$ cat src/rtl/arc_pkg.sv
// rtl/arc_pkg.sv - shared widths, reset vector and fetch packet type for the fetch front end
package arc_pkg;
    localparam int ADDR_W = 32;
    localparam int INSTR_W = 32;
    localparam logic [31:0] RESET_VECTOR = 32'hBFC0_0000;

    typedef struct packed {
        logic [ADDR_W-1:0]  pc;
        logic [INSTR_W-1:0] instr;
    } fetch_pkt_t;
endpackage

$ cat src/rtl/sync_fifo.sv
// rtl/sync_fifo.sv - single-clock FIFO with flush; push into a full FIFO is accepted when a pop happens the same cycle
module sync_fifo #(
    parameter int WIDTH = 32,
    parameter int DEPTH = 2
) (
    input  logic                       clk,
    input  logic                       rst_n,
    input  logic                       push,
    input  logic [WIDTH-1:0]           push_data,
    input  logic                       pop,
    input  logic                       flush,
    output logic [WIDTH-1:0]           pop_data,
    output logic                       full,
    output logic                       empty,
    output logic [$clog2(DEPTH+1)-1:0] count
);
    localparam int PW = (DEPTH > 1) ? $clog2(DEPTH) : 1;
    localparam int CW = $clog2(DEPTH + 1);

    logic [WIDTH-1:0] mem [DEPTH];
    logic [PW-1:0]    rd_ptr;
    logic [PW-1:0]    wr_ptr;
    logic [CW-1:0]    cnt;
    logic             do_push;
    logic             do_pop;

    function automatic logic [PW-1:0] next_ptr(input logic [PW-1:0] p);
        return (p == PW'(DEPTH - 1)) ? '0 : p + 1'b1;
    endfunction

    always_comb begin
        do_pop  = pop && (cnt != '0);
        do_push = push && ((cnt != CW'(DEPTH)) || do_pop);
    end

    always_ff @(posedge clk or negedge rst_n) begin
        if (!rst_n) begin
            rd_ptr <= '0;
            wr_ptr <= '0;
            cnt    <= '0;
            for (int i = 0; i < DEPTH; i++) mem[i] <= '0;
        end else if (flush) begin
            rd_ptr <= '0;
            wr_ptr <= '0;
            cnt    <= '0;
        end else begin
            if (do_push) begin
                mem[wr_ptr] <= push_data;
                wr_ptr      <= next_ptr(wr_ptr);
            end
            if (do_pop) rd_ptr <= next_ptr(rd_ptr);
            cnt <= cnt + CW'(do_push) - CW'(do_pop);
        end
    end

    assign pop_data = mem[rd_ptr];
    assign full     = (cnt == CW'(DEPTH));
    assign empty    = (cnt == '0);
    assign count    = cnt;
endmodule

$ cat src/rtl/fetch_req_ctrl.sv
// rtl/fetch_req_ctrl.sv - PC owner and in-order instruction fetch requester with redirect and stale-response drop
module fetch_req_ctrl
    import arc_pkg::*;
#(
    parameter logic [31:0] RESET_PC        = RESET_VECTOR,
    parameter int          MAX_OUTSTANDING = 2,
    parameter int          FIFO_DEPTH      = 2
) (
    input  logic        i_clk,
    input  logic        i_rst_n,
    output logic        o_req_valid,
    input  logic        i_req_ready,
    output logic [31:0] o_req_addr,
    input  logic        i_rsp_valid,
    input  logic [31:0] i_rsp_data,
    input  logic        i_redirect_valid,
    input  logic [31:0] i_redirect_addr,
    output logic        o_instr_valid,
    input  logic        i_instr_ready,
    output logic [31:0] o_addr_PC,
    output logic [31:0] o_data_Instr
);
    localparam int CW = $clog2(MAX_OUTSTANDING + 1);
    localparam int BW = $clog2(FIFO_DEPTH + 1);
    localparam int TW = $clog2(MAX_OUTSTANDING + 1);

    logic          started_q;
    logic [31:0]   pc_q;
    logic [CW-1:0] outstanding;
    logic [CW-1:0] drop_cnt;

    logic          rsp_ok;
    logic          handshake;
    logic          keep_rsp;
    logic          buf_pop;

    logic [31:0]   tag_head;
    logic          tag_full;
    logic          tag_empty;
    logic [TW-1:0] tag_count;

    fetch_pkt_t    buf_in;
    fetch_pkt_t    buf_head;
    logic          buf_full;
    logic          buf_empty;
    logic [BW-1:0] buf_count;

    logic          unused_ok;

    // Credits count both in-flight requests and buffered pairs, so a response always has a slot.
    always_comb begin
        rsp_ok      = i_rsp_valid && (outstanding != '0);
        o_req_valid = started_q && !i_redirect_valid
                      && (int'(outstanding) < MAX_OUTSTANDING)
                      && ((int'(outstanding) + int'(buf_count)) < FIFO_DEPTH);
        handshake   = o_req_valid && i_req_ready;
        keep_rsp    = rsp_ok && (drop_cnt == '0) && !i_redirect_valid;
        buf_pop     = o_instr_valid && i_instr_ready;
        buf_in.pc    = tag_head;
        buf_in.instr = i_rsp_data;
    end

    always_ff @(posedge i_clk or negedge i_rst_n) begin
        if (!i_rst_n) begin
            started_q   <= 1'b0;
            pc_q        <= RESET_PC;
            outstanding <= '0;
            drop_cnt    <= '0;
        end else begin
            started_q   <= 1'b1;
            outstanding <= outstanding + CW'(handshake) - CW'(rsp_ok);
            if (i_redirect_valid) begin
                pc_q     <= {i_redirect_addr[31:2], 2'b00};
                // Every request still in flight belongs to a dead path, whatever epoch issued it.
                drop_cnt <= outstanding - CW'(rsp_ok);
            end else begin
                if (handshake) pc_q <= pc_q + 32'd4;
                if (rsp_ok && (drop_cnt != '0)) drop_cnt <= drop_cnt - 1'b1;
            end
        end
    end

    sync_fifo #(
        .WIDTH (32),
        .DEPTH (MAX_OUTSTANDING)
    ) u_tag_fifo (
        .clk       (i_clk),
        .rst_n     (i_rst_n),
        .push      (handshake),
        .push_data (pc_q),
        .pop       (keep_rsp),
        .flush     (i_redirect_valid),
        .pop_data  (tag_head),
        .full      (tag_full),
        .empty     (tag_empty),
        .count     (tag_count)
    );

    sync_fifo #(
        .WIDTH ($bits(fetch_pkt_t)),
        .DEPTH (FIFO_DEPTH)
    ) u_out_buf (
        .clk       (i_clk),
        .rst_n     (i_rst_n),
        .push      (keep_rsp),
        .push_data (buf_in),
        .pop       (buf_pop),
        .flush     (i_redirect_valid),
        .pop_data  (buf_head),
        .full      (buf_full),
        .empty     (buf_empty),
        .count     (buf_count)
    );

    assign o_req_addr    = pc_q;
    assign o_instr_valid = !buf_empty;
    assign o_addr_PC     = buf_head.pc;
    assign o_data_Instr  = buf_head.instr;

    assign unused_ok = &{1'b0, tag_full, tag_empty, tag_count, buf_full, i_redirect_addr[1:0]};
endmodule

$ cat config.mk
export PLATFORM = sky130hd
export DESIGN_NAME = fetch_req_ctrl
export DESIGN_NICKNAME = d
export VERILOG_FILES = /design/src/rtl/arc_pkg.sv /design/src/rtl/sync_fifo.sv /design/src/rtl/fetch_req_ctrl.sv
export SDC_FILE = /design/constraint.sdc
export NUM_CORES = 1
export LEC_CHECK = 0
export BUFFER_PORTS_ARGS = -buffer_cell sky130_fd_sc_hd__buf_2
export CORE_AREA = 2 2 141 170
export CTS_BUF_LIST = sky130_fd_sc_hd__clkbuf_2
export DETAILED_ROUTE_END_ITERATION = 10
export DIE_AREA = 0 0 143 172
export GPL_ROUTABILITY_DRIVEN = 0
export PLACE_DENSITY = 0.7
export SKIP_CTS_REPAIR_TIMING = 1
export SYNTH_ARGS = -nofsm -noshare
export SYNTH_HDL_FRONTEND = slang
export SYNTH_HIERARCHICAL = 1
export SYNTH_SLANG_ARGS = --single-unit
$ cat constraint.sdc
create_clock -name i_clk -period 7.2 [get_ports i_clk]
set_clock_uncertainty 0.1 [all_clocks]
set_input_delay 0 -clock i_clk [delete_from_list [all_inputs] [get_ports i_clk]]
set_output_delay 0 -clock i_clk [all_outputs]
set_load 0.01 [all_outputs]
==> results of run 1 <==
worst max-delay path, stage by stage (launching register included):
cell,delay (ns)
dfrtp_1,0.43
and2_1,0.19
fa_1,0.47
or4b_4,0.59
nor4_2,0.77
nand3_1,0.25
a22oi_1,0.22
dlygate4sd3_1,0.56
o21ai_0,0.07
dlygate4sd3_1,0.56
where the power goes:
| part | switching, mW | total (mW) | internal (mW) | leakage [nW] |
|---|---|---|---|---|
| combinational | 0.422 | 1.05 | 0.625 | 3.71 |
| sequential | 0.181 | 1.77 | 1.59 | 3.11 |
| clock | 0.518 | 0.882 | 0.364 | 0.405 |
registers in the layout, indices dropped and copies added, names as in the netlist:
| name | count |
|---|---|
| o_req_addr | 30 |
| u_tag_fifo/rd_ptr | 1 |
| u_out_buf/count | 2 |
| u_tag_fifo/mem | 64 |
| u_tag_fifo/wr_ptr | 1 |
| u_tag_fifo/count | 2 |
| u_out_buf/mem | 128 |
| outstanding | 2 |
| drop_cnt | 2 |
| started_q | 1 |
| u_out_buf/wr_ptr | 1 |
| u_out_buf/rd_ptr | 1 |
final cells by class:
cell class / instances / area (um^2)
tap: 315 / 394
multi-input combinational: 520 / 5060
inverter: 10 / 37.5
antenna: 1 / 2.50
fill: 1748 / 8400
clock buffer: 92 / 460
timing repair buffer: 349 / 2680
clock inverter: 5 / 46.3
sequential: 235 / 5890
worst paths after layout:
check                              startpoint                to  slack (ns)
max reg2reg                u_out_buf/count[0]    o_req_addr[21]        2.88
max                        u_out_buf/count[0]    o_req_addr[21]        2.88
max in group asynchronous             i_rst_n  u_out_buf/rd_ptr        5.73
min reg2reg                  u_out_buf/mem[2]  u_out_buf/mem[2]        0.39
min in group asynchronous             i_rst_n    o_req_addr[31]        0.22
min                               i_req_ready    o_req_addr[14]        0.04
metrics by stage:
stage,utilization,std cells,instance area (um^2),hold slack [ns],worst slack [ns]
4_1_cts,0.558,1352,12800,-0.906,3.22
6_report,0.634,1527,14600,0.0416,2.88
3_5_place_dp,0.536,1255,12300,0.0492,3.27
3_3_place_gp,0.536,1255,12300,0.0546,3.31
5_1_grt,0.634,1527,14600,0.0104,2.88
2_1_floorplan,-,811,11300,-0.396,3.58
routing by layer:
metal  wire length [um]  track usage  vias up
met3               1370       0.0413       55
li1                   -            -     3670
met4                665       0.0650        0
met5                  0            0        -
met2              13600        0.325      244
met1              11800        0.255     4042
==> reports/results.txt, run 1 <==
pin count of the biggest net entering global routing: 117
number of global-route vias before repair: 7276
fin crit share: 0.599
Reg clk slew, reported paths: 0.11 ns
Max-slew headroom: 0.315
first-pass GRT wire length: 38100 um
setup tns final: 0 ns
Worst EP required: 7.82 ns
critical path launch point type: register
unrepaired setup endpoints after global routing: no
Setup violations, final: 0
clk buf depth: 3
Post-DRT Antenna Nets: 0
PwrDens: 254 mW/mm^2
CTS buffer count: 58
GRT Util Overall: 0.195
initial antenna violation count: 1
Worst-Skew Late Latency: 0.84 ns
Syn Area/Cell: 14.0 um^2
Ports: 168
reg2reg path depth: 9
Synth Warn #: 6
hold path depth: 5
most frequent cells in the layout: dfrtp_1 (225), mux2_2 (196), dlygate4sd3_1 (173)
CTS tree: yes
via count: 8011
DRT Pass-1 Iters: 5
Peak VDD IR: 106 uV
H-tree depth: 2
CP Class: register to register
Cell Area, Synth: 0.0113 mm^2
Worst-Margin Slew: 1.03 ns
Die X: 143 um
CP endpoint kind: register
CORE AREA: 0.0230 mm^2
Initial Util: 0.491
Synth Instances: 806
DR WL/cell: 18.0 um
PortBufs: 163
DP HPWL: 15200 um
commonest non-fill, non-tap cell in the layout: dfrtp_1
FMAX: 232 MHz
die area: 0.0246 mm^2
maximum net fanout on the critical path: 5
share of cells above drive strength 1: 0.476
fin. max-slew vios: 0
minimum clock period: 4.32 ns
Die Y: 172 um
# DRC: 0
Final Hold Vio Count: 0
# rows: 61
Initial DRC Count: 317
area delta synth->final: 29.2%
maxcap violations: 0
Final #Nets: 1253
leakage: 7.23 nW
Arr. time, crit path: 4.94 ns
worst hold path type: input pin to register
# clock sinks: 235
routed vias/inst: 5.25
total power: 3.70 mW
status: finished, final reports clean
grt total ovfl: 0
routed wire length: 27400 um
CTS Root Cell: clkbuf_2
Note: power is estimated with default switching activity, not from simulation.
==> run 2, diff against run 1 <==
--- a/config.mk
+++ b/config.mk
@@ -5,11 +5,12 @@
 export SDC_FILE = /design/constraint.sdc
 export NUM_CORES = 1
 export LEC_CHECK = 0
+export ABC_AREA = 1
 export BUFFER_PORTS_ARGS = -buffer_cell sky130_fd_sc_hd__buf_2
-export CORE_AREA = 2 2 141 170
+export CORE_AREA = 2 2 148 178
 export CTS_BUF_LIST = sky130_fd_sc_hd__clkbuf_2
 export DETAILED_ROUTE_END_ITERATION = 10
-export DIE_AREA = 0 0 143 172
+export DIE_AREA = 0 0 150 180
 export GPL_ROUTABILITY_DRIVEN = 0
 export PLACE_DENSITY = 0.7
 export SKIP_CTS_REPAIR_TIMING = 1
==> constraint.sdc (replaced) <==
create_clock -name i_clk -period 4.25 [get_ports i_clk]
set_clock_uncertainty 0.1 [all_clocks]
set_input_delay 0 -clock i_clk [delete_from_list [all_inputs] [get_ports i_clk]]
set_output_delay 0 -clock i_clk [all_outputs]
set_load 0.01 [all_outputs]
==> run 2 against run 1 <==
Effect of this change: sequential cell count stayed put; critical path depth rose by 2; clock power increased by 60%; combinational power is 100% higher; non-clock buffer count rose by 20; synthesized cell count rose by 100%; final cell count grew 52%; hold slack better by 0.070 ns; final area rose by 6.0%; largest cell class unchanged; largest power group unchanged.
==> reports/results.txt, run 2 <==
status: finished, final reports clean
via count: 12276 (+53%)
clock share of power: 0.210 (-0.028)
# rows: 64 (+4.9%)
CP endpoint kind: register
Final #Nets: 2033 (+62%)
clk buf depth: 3 (unchanged)
Synth Instances: 1634 (+100%)
commonest non-fill, non-tap cell in the layout: nand2_1
Synth Warn #: 6 (unchanged)
Pint: 4.18 mW (+62%)
DP HPWL: 19400 um (+27%)
worst hold path type: input pin to register
# DRC: 0 (unchanged)
area delta synth->final: 24.2%
# clock sinks: 235 (unchanged)
FMAX: 306 MHz (+32%)
minimum clock period: 3.26 ns (-1.05 ns)
initial antenna violation count: 1 (unchanged)
final worst slack: 0.986 ns (-1.90 ns)
critical path launch point type: register
Largest register FFs: 128 (unchanged)
die area: 0.0270 mm^2 (+9.8%)
Gate power share: 0.316 (+0.033)
Switching Fraction: 0.380 (+0.0769)
Reg clk slew, reported paths: 0.14 ns (+0.03 ns)
Die X: 150 um (+4.9%)
Setup violations, final: 0 (unchanged)
CTS Root Cell: clkbuf_2
Worst EP required: 4.94 ns (-2.88 ns)
Cell Area, Synth: 0.0124 mm^2 (+10%)
reg2reg path depth: 11 (+2)
Die Y: 180 um (+4.7%)
CTS buffer count: 59 (+1.7%)
fin crit share: 0.768 (+0.169)
Net Sw Power: 2.56 mW (+130%)
number of global-route vias before repair: 10597 (+46%)
pin count of the biggest net entering global routing: 107 (-8.5%)
Arr. time, crit path: 3.95 ns (-0.99 ns)
CORE AREA: 0.0253 mm^2 (+10%)
routed vias/inst: 5.31 (+1.1%)
unrepaired setup endpoints after global routing: no
CTS tree: yes
DR WL/cell: 15.4 um (-15%)
Worst-Margin Slew: 1.02 ns (-0.0105 ns)
PwrDens: 436 mW/mm^2 (+72%)
most frequent cells in the layout: nand2_1 (820), dfrtp_1 (225), nand4_1 (192)
CP Class: register to register
Crit path max-delay family: buffers and inverters
Final Core Density: 0.610 (-0.0239)
Initial DRC Count: 887 (+180%)
Syn Area/Cell: 7.61 um^2 (-46%)
CP Depth: 11 (+2)
hold path depth: 7 (+2)
Peak VDD IR: 207 uV (+96%)
Max-slew headroom: 0.322 (+0.00703)
first-pass GRT wire length: 52500 um (+38%)
H-tree depth: 2 (unchanged)
Final Hold Vio Count: 0 (unchanged)
maximum net fanout on the critical path: 19 (+14)
fillcell total: 2250 (+29%)
Initial Util: 0.492 (+0.000870)
maxcap violations: 0 (unchanged)
Flop pwr share: 0.474 (-0.005)
setup tns final: 0 ns (unchanged)
Post-DRT Antenna Nets: 0 (unchanged)
routed wire length: 35500 um (+30%)
leakage: 8.50 nW (+17%)
fin. max-slew vios: 0 (unchanged)
area of placed instances: 0.0131 mm^2 (+6.7%)
Max stage delay on crit path: 0.58 ns (-0.19 ns)
CP max stage cell: dlygate4sd3_1
Ports: 168 (unchanged)
grt total ovfl: 0 (unchanged)
CP cell instances: nand2_1 -> inv_1 -> fa_1 -> nor2_1 -> nand4_4 -> nand2_4 -> o21ai_0 -> dlygate4sd3_1 -> inv_1 -> nand2_1 -> dlygate4sd3_1
PortBufs: 163 (unchanged)
hold slack: 0.112 ns (+0.0702 ns)
Worst-Skew Late Latency: 0.89 ns (+0.05 ns)
DRT Pass-1 Iters: 5 (unchanged)
post-route cell area: 0.0154 mm^2 (+6.0%)
CP bufs+invs: 4 (+2)
Most flops, register: u_out_buf/mem
share of cells above drive strength 1: 0.166 (-0.309)
Place WS: 1.48 ns (-1.79 ns)
GRT Util Overall: 0.235 (+0.0400)
==> run 2: through the flow <==
stage               instances  power (mW)
floorplan                1639        4.45
global placement         2038        5.06
detailed placement       2038        5.14
CTS                      2128        6.55
global route             2314        7.26
finish                   2314        6.73
==> run 2: worst register-to-register path, stage by stage, from the launching register on <==
cell and delay, ns:
dfrtp_1 0.44, nand2_1 0.09, inv_1 0.05, fa_1 0.43
nor2_1 0.24, nand4_4 0.21, nand2_4 0.27, o21ai_0 0.12
dlygate4sd3_1 0.58, inv_1 0.08, nand2_1 0.06, dlygate4sd3_1 0.57
==> run 2: layout make-up <==
cell class | count | area (um^2) | share of cell area
timing repair buffer | 369 | 2870 | 0.185
inverter | 72 | 270 | 0.0175
sequential | 235 | 5890 | 0.382
tap | 330 | 413 | 0.0267
multi-input combinational | 1217 | 5560 | 0.360
antenna | 1 | 2.50 | 0.000162
clock inverter | 5 | 20.0 | 0.00130
clock buffer | 85 | 425 | 0.0275
==> run 2: power by group through the flow <==
stage          Clock (mW)  Combinational [mW]  Sequential, mW
3_3_place_gp            0                1.87            3.20
4_1_cts              1.45                1.93            3.18
6_report             1.41                2.13            3.19
2_1_floorplan           0                1.31            3.14
5_1_grt              1.58                2.42            3.26
3_5_place_dp            0                1.92            3.22
==> run 2: final timing paths <==
check                              startpoint                 to  slack (ns)
max                        u_out_buf/count[0]     o_req_addr[19]        0.99
max reg2reg                u_out_buf/count[0]     o_req_addr[19]        0.99
max in group asynchronous             i_rst_n  u_tag_fifo/mem[4]        3.28
min                             i_instr_ready   u_out_buf/rd_ptr        0.11
min reg2reg                 u_out_buf/mem[17]  u_out_buf/mem[17]        0.37
min in group asynchronous             i_rst_n     o_req_addr[13]        0.26
==> run 2: per-layer routing <==
layer	GRT usage	up-vias	wire, um
li1	-	5940	-
met1	0.326	5775	15100
met2	0.384	476	17100
met3	0.0393	85	2420
met4	0.0596	0	945
met5	0	-	0
==> run 3, diff against run 2 <==
==> constraint.sdc (replaced) <==
create_clock -name i_clk -period 3.3 [get_ports i_clk]
set_clock_uncertainty 0.1 [all_clocks]
set_input_delay 0 -clock i_clk [delete_from_list [all_inputs] [get_ports i_clk]]
set_output_delay 0 -clock i_clk [all_outputs]
set_load 0.01 [all_outputs]
==> run 3 against run 2 <==
Effect of this change: die area unchanged; total power increased by 30%; first-iteration DRC count increased by 4.5%; global-route usage rose by 0.62 points; clock power rose by 40%; non-clock buffer count shrank 15; sequential share of layout area is 0.21 points higher; final cell count barely moved; utilization fell by 0.33 points; sequential power increased by 29%.
==> reports/results.txt, run 3 (same netlist as run 2, synthesis figures left out) <==
setup tns final: 0 ns (unchanged)
FMAX: 343 MHz (+12%)
leakage: 8.44 nW (-0.70%)
routed vias/inst: 5.26 (-0.78%)
# DRC: 0 (unchanged)
total power: 8.76 mW (+30%)
unrepaired setup endpoints after global routing: no
Peak VDD IR: 239 uV (+15%)
number of global-route vias before repair: 10803 (+1.9%)
CP cell instances: nand2_1 -> inv_1 -> fa_1 -> nor2_1 -> nand4_4 -> nand2_4 -> inv_2 -> nand2_1 -> nand3_1 -> dlygate4sd3_1
worst hold path type: input pin to register
CP max stage cell: dlygate4sd3_1
Arr. time, crit path: 3.56 ns (-0.39 ns)
Pint: 5.45 mW (+30%)
cell mode on critical path: nand2_1
# rows: 64 (unchanged)
commonest non-fill, non-tap cell in the layout: nand2_1
fin cells: 2312 (-0.086%)
DRT Pass-1 Iters: 5 (unchanged)
Ports: 168 (unchanged)
H-tree depth: 2 (unchanged)
Die Y: 180 um (unchanged)
CORE AREA: 0.0253 mm^2 (unchanged)
Initial Util: 0.492 (unchanged)
die area: 0.0270 mm^2 (unchanged)
status: finished, final reports clean
Gate power share: 0.306 (-0.010)
clk buf depth: 3 (unchanged)
maximum net fanout on the critical path: 19 (unchanged)
CP Class: register to register
CTS Root Cell: clkbuf_2
Largest register FFs: 128 (unchanged)
# clock sinks: 235 (unchanged)
DP HPWL: 19500 um (+0.54%)
pin count of the biggest net entering global routing: 117 (+9.3%)
clock share of power: 0.226 (+0.016)
fin. max-slew vios: 0 (unchanged)
CP endpoint kind: register
Net Sw Power: 3.31 mW (+29%)
Post-DRT Antenna Nets: 0 (unchanged)
DR WL/cell: 15.2 um (-0.99%)
post-route cell area: 0.0154 mm^2 (-0.54%)
hold slack: 0.0178 ns (-0.0939 ns)
Max stage delay on crit path: 0.58 ns (about the same)
fillcell total: 2219 (-1.4%)
maxcap violations: 0 (unchanged)
Worst-Margin Slew: 0.926 ns (-0.0907 ns)
Worst-Skew Late Latency: 0.89 ns (about the same)
first-pass GRT wire length: 53700 um (+2.2%)
Setup violations, final: 0 (unchanged)
Die X: 150 um (unchanged)
Max-slew headroom: 0.383 (+0.0604)
minimum clock period: 2.91 ns (-0.351 ns)
area of placed instances: 0.0132 mm^2 (+0.32%)
Switching Fraction: 0.378 (-0.00191)
initial antenna violation count: 1 (unchanged)
PortBufs: 163 (unchanged)
Most flops, register: u_out_buf/mem
fin crit share: 0.883 (+0.115)
area delta synth->final: 23.5%
PwrDens: 570 mW/mm^2 (+31%)
share of cells above drive strength 1: 0.172 (+0.00522)
via count: 12170 (-0.86%)
GRT Util Overall: 0.241 (+0.00621)
CTS buffer count: 58 (-1.7%)
Flop pwr share: 0.468 (-0.006)
dpl cells: 2042 (+0.20%)
Initial DRC Count: 927 (+4.5%)
most frequent cells in the layout: nand2_1 (820), dfrtp_1 (225), nand4_1 (192)
Final Hold Vio Count: 0 (unchanged)
grt total ovfl: 0 (unchanged)
Final #Nets: 2017 (-0.79%)
critical path launch point type: register
CTS tree: yes
Worst EP required: 3.95 ns (-0.99 ns)
Reg clk slew, reported paths: 0.12 ns (-0.02 ns)
routed wire length: 35200 um (-1.1%)
run 3: cell types whose count changed in the layout (fill, tap and decap cells not counted), sizes merged:
cell,delta
clkinv,+5
bufinv,+1
dlygate4sd3,-18
inv,+1
clkbuf,+6
buf,+3
run 3: final cells by class:
cell class              instances  area [um^2]  share of cell area
diodes                          1         2.50            0.000163
multi-input cells            1217         5560               0.362
clock buffers                  91          455              0.0296
clock inverters                12         71.3             0.00464
inverters                      72          270              0.0176
well taps                     330          413              0.0269
flip-flops and latches        235         5890               0.384
repair buffers                354         2700               0.176
run 3: stage by stage:
step	util	setup WS, ns
2_1_floorplan	-	0.417
5_1_grt	0.607	0.226
4_1_cts	0.541	0.502
6_report	0.607	0.386
3_5_place_dp	0.521	0.538
3_3_place_gp	0.521	0.616
run 3: metal layers:
metal / share of wire / GRT usage / up-vias
met2: 0.48 / 0.399 / 505
met1: 0.42 / 0.325 / 5653
li1: - / - / 5923
met3: 0.068 / 0.0335 / 89
met5: 0 / 0 / -
met4: 0.028 / 0.0838 / 0
run 3: power groups by stage:
stage / Clock [mW] / Sequential (mW) / Combinational [mW]
global placement: 0 / 4.11 / 2.43
CTS: 2.05 / 4.09 / 2.50
finish: 1.98 / 4.10 / 2.68
global route: 2.19 / 4.19 / 3.06
detailed placement: 0 / 4.14 / 2.49
floorplan: 0 / 4.05 / 1.69
run 3: final timing paths:
check                                   startpoint                end  slack, ns  cells past startpoint
worst max-delay path            u_out_buf/count[0]      o_req_addr[6]       0.39                     10
worst min register to register   u_out_buf/mem[88]  u_out_buf/mem[88]       0.37                      2
min in group asynchronous                  i_rst_n  u_out_buf/mem[85]       0.18                      3
worst min-delay path                 i_instr_ready   u_out_buf/rd_ptr       0.02                      7
worst max register to register  u_out_buf/count[0]      o_req_addr[6]       0.39                     10
max in group asynchronous                  i_rst_n   u_out_buf/mem[5]       1.86                      4
run 3: worst max-delay path: cells and delay by family, from the launching register on:
family                     cells  cell delay [ns]
adders and majority gates      1             0.44
DFF                            1             0.44
and+or+nand+nor                6             1.00
buffers and inverters          3             0.81
